[src/rtl/sps_tx_scheduler_if.sv]
// sps_tx_scheduler_if: byte requester handshakes and the PISO control bus.
// The master modport is the environment (requesters + PISO); the slave
// modport is the scheduler itself.
interface sps_tx_scheduler_if;
    logic       req0_valid;
    logic [7:0] req0_data;
    logic       req0_ready;
    logic       req1_valid;
    logic [7:0] req1_data;
    logic       req1_ready;
    logic       piso_load;
    logic       piso_enable;
    logic [7:0] piso_data;
    logic       piso_char_sent;

    modport master (
        output req0_valid, req0_data, input req0_ready,
        output req1_valid, req1_data, input req1_ready,
        input  piso_load, piso_enable, piso_data,
        output piso_char_sent
    );

    modport slave (
        input  req0_valid, req0_data, output req0_ready,
        input  req1_valid, req1_data, output req1_ready,
        output piso_load, piso_enable, piso_data,
        input  piso_char_sent
    );
endinterface

[src/rtl/sps_tx_scheduler.sv]
// sps_tx_scheduler: shares the SPS transmit PISO between two byte requesters.
// Each accepted byte is loaded, shifted until the PISO reports charSent (or a
// timeout aborts it), then a guard gap is enforced before the next accept.
// Optional build macro SPS_TX_FIXED_PRIO_EN: requester 0 always wins a tie
// instead of round-robin arbitration.
module sps_tx_scheduler #(
    parameter int GAP_CYCLES     = 16,
    parameter int TIMEOUT_CYCLES = 256,
    parameter int CNT_W          = 9
) (
    input  logic                 clk,
    input  logic                 rst,
    sps_tx_scheduler_if.slave    bus,
    output logic                 busy,
    output logic                 grant_id,
    output logic                 err
);

    typedef enum logic [1:0] {
        ST_IDLE,
        ST_LOAD,
        ST_SEND,
        ST_GAP
    } state_t;

    localparam logic [CNT_W-1:0] TO_LAST  = CNT_W'(TIMEOUT_CYCLES - 1);
    localparam logic [CNT_W-1:0] GAP_LAST = CNT_W'((GAP_CYCLES > 0) ? GAP_CYCLES - 1 : 0);

    state_t           state;
    logic [CNT_W-1:0] cnt;
    logic             last_grant;
    logic             win1;
    logic             idle;

    // Arbitration: requester 1 wins when it is alone, or on a tie it is its turn
    always_comb begin
`ifdef SPS_TX_FIXED_PRIO_EN
        win1 = bus.req1_valid & ~bus.req0_valid;
`else
        win1 = bus.req1_valid & (~bus.req0_valid | ~last_grant);
`endif
    end

    assign idle           = (state == ST_IDLE);
    assign bus.req0_ready = idle & bus.req0_valid & ~win1;
    assign bus.req1_ready = idle & win1;
    assign busy           = ~idle;

    // Scheduler FSM with registered PISO controls, grant and error pulse
    always_ff @(posedge clk or negedge rst) begin
        if (!rst) begin
            state           <= ST_IDLE;
            cnt             <= '0;
            last_grant      <= 1'b1;
            grant_id        <= 1'b0;
            err             <= 1'b0;
            bus.piso_load   <= 1'b0;
            bus.piso_enable <= 1'b0;
            bus.piso_data   <= '0;
        end else begin
            err <= 1'b0;
            case (state)
                ST_IDLE: begin
                    if (bus.req1_ready) begin
                        bus.piso_data <= bus.req1_data;
                        grant_id      <= 1'b1;
                        last_grant    <= 1'b1;
                        bus.piso_load <= 1'b1;
                        state         <= ST_LOAD;
                    end else if (bus.req0_ready) begin
                        bus.piso_data <= bus.req0_data;
                        grant_id      <= 1'b0;
                        last_grant    <= 1'b0;
                        bus.piso_load <= 1'b1;
                        state         <= ST_LOAD;
                    end
                end
                ST_LOAD: begin
                    bus.piso_load   <= 1'b0;
                    bus.piso_enable <= 1'b1;
                    cnt             <= '0;
                    state           <= ST_SEND;
                end
                ST_SEND: begin
                    // charSent takes precedence over a coincident timeout
                    if (bus.piso_char_sent || (cnt == TO_LAST)) begin
                        err             <= ~bus.piso_char_sent;
                        bus.piso_enable <= 1'b0;
                        cnt             <= '0;
                        state           <= (GAP_CYCLES == 0) ? ST_IDLE : ST_GAP;
                    end else begin
                        cnt <= cnt + 1'b1;
                    end
                end
                ST_GAP: begin
                    if (cnt == GAP_LAST) begin
                        cnt   <= '0;
                        state <= ST_IDLE;
                    end else begin
                        cnt <= cnt + 1'b1;
                    end
                end
                default: begin
                    state <= ST_IDLE;
                end
            endcase
        end
    end

endmodule

[src/flat_wrapper.sv]
// flat-port wrapper written by rule: the top's interface ports become plain ports
module sps_tx_scheduler_flat 
#(
    parameter int GAP_CYCLES     = 16,
    parameter int TIMEOUT_CYCLES = 256,
    parameter int CNT_W          = 9
)
  (clk, rst, busy, grant_id, err, bus_req0_valid, bus_req0_data, bus_req0_ready, bus_req1_valid, bus_req1_data, bus_req1_ready, bus_piso_load, bus_piso_enable, bus_piso_data, bus_piso_char_sent);
  sps_tx_scheduler_if bus_i ();
  input  logic clk;
  input  logic rst;
  output logic busy;
  output logic grant_id;
  output logic err;
  input wire logic [$bits(bus_i.req0_valid)-1:0] bus_req0_valid;
  input wire logic [$bits(bus_i.req0_data)-1:0] bus_req0_data;
  output wire logic [$bits(bus_i.req0_ready)-1:0] bus_req0_ready;
  input wire logic [$bits(bus_i.req1_valid)-1:0] bus_req1_valid;
  input wire logic [$bits(bus_i.req1_data)-1:0] bus_req1_data;
  output wire logic [$bits(bus_i.req1_ready)-1:0] bus_req1_ready;
  output wire logic [$bits(bus_i.piso_load)-1:0] bus_piso_load;
  output wire logic [$bits(bus_i.piso_enable)-1:0] bus_piso_enable;
  output wire logic [$bits(bus_i.piso_data)-1:0] bus_piso_data;
  input wire logic [$bits(bus_i.piso_char_sent)-1:0] bus_piso_char_sent;
  assign bus_i.req0_valid = bus_req0_valid;
  assign bus_i.req0_data = bus_req0_data;
  assign bus_req0_ready = bus_i.req0_ready;
  assign bus_i.req1_valid = bus_req1_valid;
  assign bus_i.req1_data = bus_req1_data;
  assign bus_req1_ready = bus_i.req1_ready;
  assign bus_piso_load = bus_i.piso_load;
  assign bus_piso_enable = bus_i.piso_enable;
  assign bus_piso_data = bus_i.piso_data;
  assign bus_i.piso_char_sent = bus_piso_char_sent;
  sps_tx_scheduler #(.GAP_CYCLES(GAP_CYCLES), .TIMEOUT_CYCLES(TIMEOUT_CYCLES), .CNT_W(CNT_W)) u_core (.clk(clk), .rst(rst), .bus(bus_i), .busy(busy), .grant_id(grant_id), .err(err));
endmodule
[config.mk]
export PLATFORM = sky130hd
export DESIGN_NAME = sps_tx_scheduler_flat
export DESIGN_NICKNAME = d
export VERILOG_FILES = /design/src/rtl/sps_tx_scheduler_if.sv /design/src/rtl/sps_tx_scheduler.sv /design/src/flat_wrapper.sv
export SDC_FILE = /design/constraint.sdc
export NUM_CORES = 1
export LEC_CHECK = 0
export CAP_MARGIN = 20
export CORE_MARGIN = 8
export CORE_UTILIZATION = 46
export DETAILED_ROUTE_END_ITERATION = 16
export HOLD_SLACK_MARGIN = 0.1
export PLACE_DENSITY = 0.78
export SLEW_MARGIN = 10
export SYNTH_ARGS = -nofsm -noshare
export SYNTH_HDL_FRONTEND = slang
export SYNTH_SLANG_ARGS = --single-unit
[constraint.sdc]
create_clock -name clk -period 2.1 [get_ports clk]
set_input_delay 0.21 -clock clk [delete_from_list [all_inputs] [get_ports clk]]
set_output_delay 0.21 -clock clk [all_outputs]
set_load 0.01 [all_outputs]
# Word level (Yosys, flattened, before mapping)
# Cells that the tools add are included.
# op_classes
n_mux,19
bitwise,10
addsub,1
reduce_logical,10
n_eq_ne,8
# ops
operator,count
$pmux 9 s3,1
$mux 9,2
$mux 8,2
$add 9x1->9 const B,1
$eq 9x4->1 const B,1
$eq 9x8->1 const B,1
$mux 2,4
$pmux 2 s4,1
$mux 1,7
$reduce_and 2->1,3
$reduce_bool 2->1,3
$not 1->1,5
$and 1x1->1,4
$eq 2x2->1 const B,2
$ne 2x1->1 const B,2
$pmux 1 s2,2
$ne 3x3->1 const B,1
$reduce_and 3->1,1
$reduce_bool 3->1,1
$eq 2x1->1 const B,1
$logic_not 2->1,1
$logic_or 1x1->1,1
$or 1x1->1,1
# totals
regBits,24
word_cells,56
in_bits,21

# Longest topological paths before layout
# logic_depth
word_depth,8
mapped_depth,7
depth_no_buf,7

# Least setup slack after synthesis
# No wires, ideal clock.
# synth_timing
path_kind,register to register
startpoint,reg u_core.cnt[0]
endpoint,reg u_core.state[1]
required_ns,1.972
setup_slack_ns,0.163
arrival_time_ns,1.810
setup_ns,0.128
stages_incl_launch_ff,8
period_less_slack_ns,1.937
path_cell_list,dfrtp_1 ha_1 nand3_1 nor3_1 ha_1 nor3b_2 nor3b_4 mux2_1
# synth_between
elab_chain_len,4
# synth_lines
element,line_no,source
"start, declared",sps_tx_scheduler.sv:30,logic [CNT_W-1:0] cnt;
"start signal, assigned",sps_tx_scheduler.sv:92,cnt <= cnt + 1'b1;
"start signal, assigned",sps_tx_scheduler.sv:100,cnt <= cnt + 1'b1;
$eq 9x8->1,sps_tx_scheduler.sv:86,if (bus.piso_char_sent || (cnt == TO_LAST)) begin
$logic_or 1x1->1,sps_tx_scheduler.sv:86,
$ne 2x1->1 (no source line),--,
$reduce_and 3->1 (no source line) *,--,
"end signal, assigned",sps_tx_scheduler.sv:90,state <= (GAP_CYCLES == 0) ? ST_IDLE : ST_GAP;
"end, declared",sps_tx_scheduler.sv:29,state_t state;
# Mark *: on every way between the ends. The rest lies on a longest branch, timed or not.
# A chain may end at the register's enable or synchronous reset.

# Worst setup path after layout
# layout_timing
startpoint,reg u_core.state[0]
endpoint,out busy
# layout_between
elab_chain_len,2
# layout_lines
element,line_no,source
$logic_not 2->1,sps_tx_scheduler.sv:44,assign idle = (state == ST_IDLE);
$not 1->1,sps_tx_scheduler.sv:47,assign busy = ~idle;
"end, declared",flat_wrapper.sv:12,output logic busy;
# No other way between the ends.

==> insert_results.sql <==
INSERT INTO impl_metrics (metric_group, metric, value, unit) VALUES
('placement', 'gpl.final_weighted_congestion', '0.862', ''),
('setup_path', 'critPathMostFrequentCell', 'sky130_fd_sc_hd__inv_1', ''),
('cts', 'cts_tree', 'done', ''),
('setup_path', 'rr_worst_depth', '5', ''),
('setup_path', 'crit_path_end_kind', 'output port', ''),
('setup_path', 'cp_num_cells', '5', ''),
('floorplan', 'num_rows', '18', ''),
('synthesis', 'synth_fp_nets', '154', ''),
('synthesis', 'postSynthRegisterBits', '24', ''),
('synthesis', 'synthesis.instances', '126', ''),
('cts', 'worstSkewPairLatency', '0.31', 'ns'),
('cts', 'cts_num_sinks', '24', ''),
('pwr', 'powerDensity', '1160', 'mW/mm²'),
('setup_path', 'critical_path.startpoint', 'u_core.state[0]', ''),
('floorplan', 'die_height', '67.6', 'µm'),
('finish', 'final_nets', '198', ''),
('pwr', 'vdd_ir_drop_max', '0.939', 'mV'),
('setup_path', 'cp_num_buf_inv', '4', ''),
('placement', 'hpwl_dp', '2410', 'µm'),
('setup_path', 'timing.critical_path.required', '1.89', 'ns'),
('timing', 'timing_hold_violations_final', '0', ''),
('pwr', 'total_leakage_power', '0.743', 'nW'),
('setup_path', 'regToRegStartpoint', 'u_core.cnt[0]', ''),
('timing', 'timing.final.ws_setup', '0.0892', 'ns'),
('finish', 'layout_commonest_cell', 'sky130_fd_sc_hd__clkdlybuf4s50_1', ''),
('synthesis', 'synth_largest_type_area_fraction', '0.471', ''),
('detailed_routing', '1st_pass_router_iterations', '4', ''),
('synthesis', 'yosysTopAreaCell', 'sky130_fd_sc_hd__dfrtp_1', ''),
('timing', 'timing.max_slew.rel_slack', '0.770', ''),
('setup_path', 'cpLargestDelayFamily', 'buffers and inverters', ''),
('global_routing', 'grt_pass1_wl', '5180', 'µm'),
('timing', 'period_needed', '2.01', 'ns'),
('cts', 'cts-root-buf', 'sky130_fd_sc_hd__clkbuf_4', ''),
('global_routing', 'grt_overflow', '0', ''),
('cts', 'cts-htree-levels', '1', ''),
('timing', 'setup_tns', '0', 'ns'),
('global_routing', 'first_global_vias', '1105', ''),
('detailed_routing', 'drc', '0', ''),
('cts', 'cts_max_path_buffers', '2', ''),
('global_routing', 'grt_start_max_net_pins', '25', ''),
('placement', 'preCtsSetupSlack', '0.0925', 'ns'),
('timing', 'setup-violations-final', '0', ''),
('setup_path', 'critical-path-max-stage-delay', '0.53', 'ns'),
('finish', 'filler_cell_count', '202', ''),
('synthesis', 'netlist-cell-type-count', '31', ''),
('detailed_routing', 'route.antenna.remaining_nets', '0', ''),
('setup_path', 'list_of_cells_traversed_by_the_critical_path', 'inv_1 -> ha_4 -> inv_1 -> buf_4 -> clkdlybuf4s50_1', ''),
('cts', 'cts-hold-fix-buffers', '0', ''),
('synthesis', 'top_area_cells_in_the_synthesized_netlist', 'sky130_fd_sc_hd__dfrtp_1, sky130_fd_sc_hd__ha_1, sky130_fd_sc_hd__nand2_1', ''),
('setup_path', 'start_kind', 'flop', ''),
('flow_run', 'cap_violations', '0', ''),
('finish', 'layout.cells.most_common_list', 'sky130_fd_sc_hd__clkdlybuf4s50_1, sky130_fd_sc_hd__dfrtp_1, sky130_fd_sc_hd__nand2_1', ''),
('global_routing', 'grt.total_usage', '0.146', ''),
('synthesis', 'seq_area_frac_synth', '0.492', ''),
('finish', 'syn_to_final_growth', '41.1', '%'),
('setup_path', 'timing.reg2reg.setup_slack', '0.12', 'ns'),
('status', 'run_status', 'finished clean', ''),
('cts', 'cts_setup_buffers', '0', ''),
('synthesis', 'synthesis.area', '0.00122', 'mm²'),
('worst_hold_path', 'hold_class', 'primary input to async pin', ''),
('floorplan', 'floorplan.die_area', '0.00456', 'mm²'),
('timing', 'final.period_utilization', '0.958', ''),
('finish', 'drive_above_1_share', '0.124', ''),
('setup_path', 'timing.critical_path.fanout_max', '5', ''),
('finish', 'antenna-diode-count', '0', ''),
('setup_path', 'r2r-end', 'u_core.state[1]', ''),
('synthesis', 'yosys_warnings', '0', ''),
('detailed_routing', 'via_count', '1056', ''),
('timing', 'clock_skew', '0.00675', 'ns'),
('setup_path', 'path_class', 'flop to output port', ''),
('timing', 'max_freq', '497', 'MHz');
worst min-delay path by stage:
stage	start	end	slack (ns)	cells past startpoint
after global placement	u_core.bus.piso_data[1]	u_core.bus.piso_data[1]	0.46	2
final	rst	u_core.bus.piso_data[4]	0.23	2
after global routing	rst	u_core.bus.piso_data[6]	0.25	2
after CTS	rst	u_core.bus.piso_data[4]	0.23	2
after detailed placement	u_core.bus.piso_data[1]	u_core.bus.piso_data[1]	0.47	2
after floorplan	rst	u_core.bus.piso_data[0]	-0.09	0
cell usage after synthesis:
library cell               count
sky130_fd_sc_hd__nor3_1        6
sky130_fd_sc_hd__a21o_1        2
sky130_fd_sc_hd__clkbuf_1      3
sky130_fd_sc_hd__o22ai_1       8
sky130_fd_sc_hd__and2_1        1
sky130_fd_sc_hd__nor4_1        1
sky130_fd_sc_hd__inv_1         5
sky130_fd_sc_hd__and3b_1       1
sky130_fd_sc_hd__nand3_1       2
sky130_fd_sc_hd__o41a_4        1
sky130_fd_sc_hd__nor3_2        1
sky130_fd_sc_hd__dfrtp_1      23
sky130_fd_sc_hd__dfstp_2       1
sky130_fd_sc_hd__xnor2_1       2
sky130_fd_sc_hd__o211ai_1      1
sky130_fd_sc_hd__buf_2         1
sky130_fd_sc_hd__nor3b_4       1
sky130_fd_sc_hd__ha_1          7
sky130_fd_sc_hd__o31ai_1       3
sky130_fd_sc_hd__nand2_1      22
sky130_fd_sc_hd__a21boi_0      1
sky130_fd_sc_hd__and3_1        2
sky130_fd_sc_hd__o21ai_1       1
sky130_fd_sc_hd__or3_1         3
sky130_fd_sc_hd__o21ai_0      15
sky130_fd_sc_hd__a21oi_1       3
sky130_fd_sc_hd__nor2b_1       1
sky130_fd_sc_hd__nor2_1        5
sky130_fd_sc_hd__nor3b_2       1
sky130_fd_sc_hd__mux2_1        1
sky130_fd_sc_hd__o22a_1        1
logic make-up after synthesis:
logic type | count (synthesis) | synth area share
muxes | 1 | 0.00921
adders and majority gates | 7 | 0.0716
xor gates and xnor gates | 2 | 0.0143
and+or+nand+nor | 47 | 0.198
buffers and inverters | 9 | 0.0287
AOI/OAI and AO/OA | 36 | 0.186
DFF | 24 | 0.492
per-stage QoR:
stage	util	area, µm²	power, mW	instances
4_1_cts	0.677	1690	1.97	199
5_1_grt	0.690	1730	2.16	199
2_1_floorplan	-	1220	1.24	126
3_3_place_gp	0.662	1650	1.68	195
6_report	0.690	1730	2.00	199
3_5_place_dp	0.662	1650	1.72	195
sequential cells by signal, summed over array words and instances (netlist names):
| register | cells |
|---|---|
| u_core.bus.piso_data | 8 |
| u_core.grant_id | 1 |
| u_core.state | 2 |
| u_core.bus.piso_load | 1 |
| u_core.cnt | 9 |
| u_core.bus.piso_enable | 1 |
| u_core.err | 1 |
| u_core.last_grant | 1 |
power by group:
part           switching (mW)  leakage [nW]  internal (mW)
logic                   0.517         0.414          0.540
clock network           0.129        0.0210          0.106
registers              0.0911         0.308          0.616
cell type report:
cell class / instances / area [µm²] / area share
Sequential cell: 24 / 602 / 0.349
Multi-Input combinational cell: 93 / 621 / 0.360
Inverter: 5 / 18.8 / 0.0109
Clock buffer: 4 / 36.3 / 0.0210
Timing Repair Buffer: 43 / 410 / 0.238
Tap cell: 30 / 37.5 / 0.0218
what timing repair did:
action,4_1_cts,5_1_grt
endpoints found under the setup margin,2,11
cloned,0,0
resized for setup,1,7
pin swaps,0,1
routing by layer:
metal / global-route usage / share of wire / vias to the layer above
li1: - / - / 535
met1: 0.173 / 0.43 / 497
met2: 0.257 / 0.53 / 22
met3: 0.0364 / 0.038 / 2
met4: 0.0392 / 0.0060 / 0
met5: 0 / 0 / -
(Power assumes the default switching activity.)
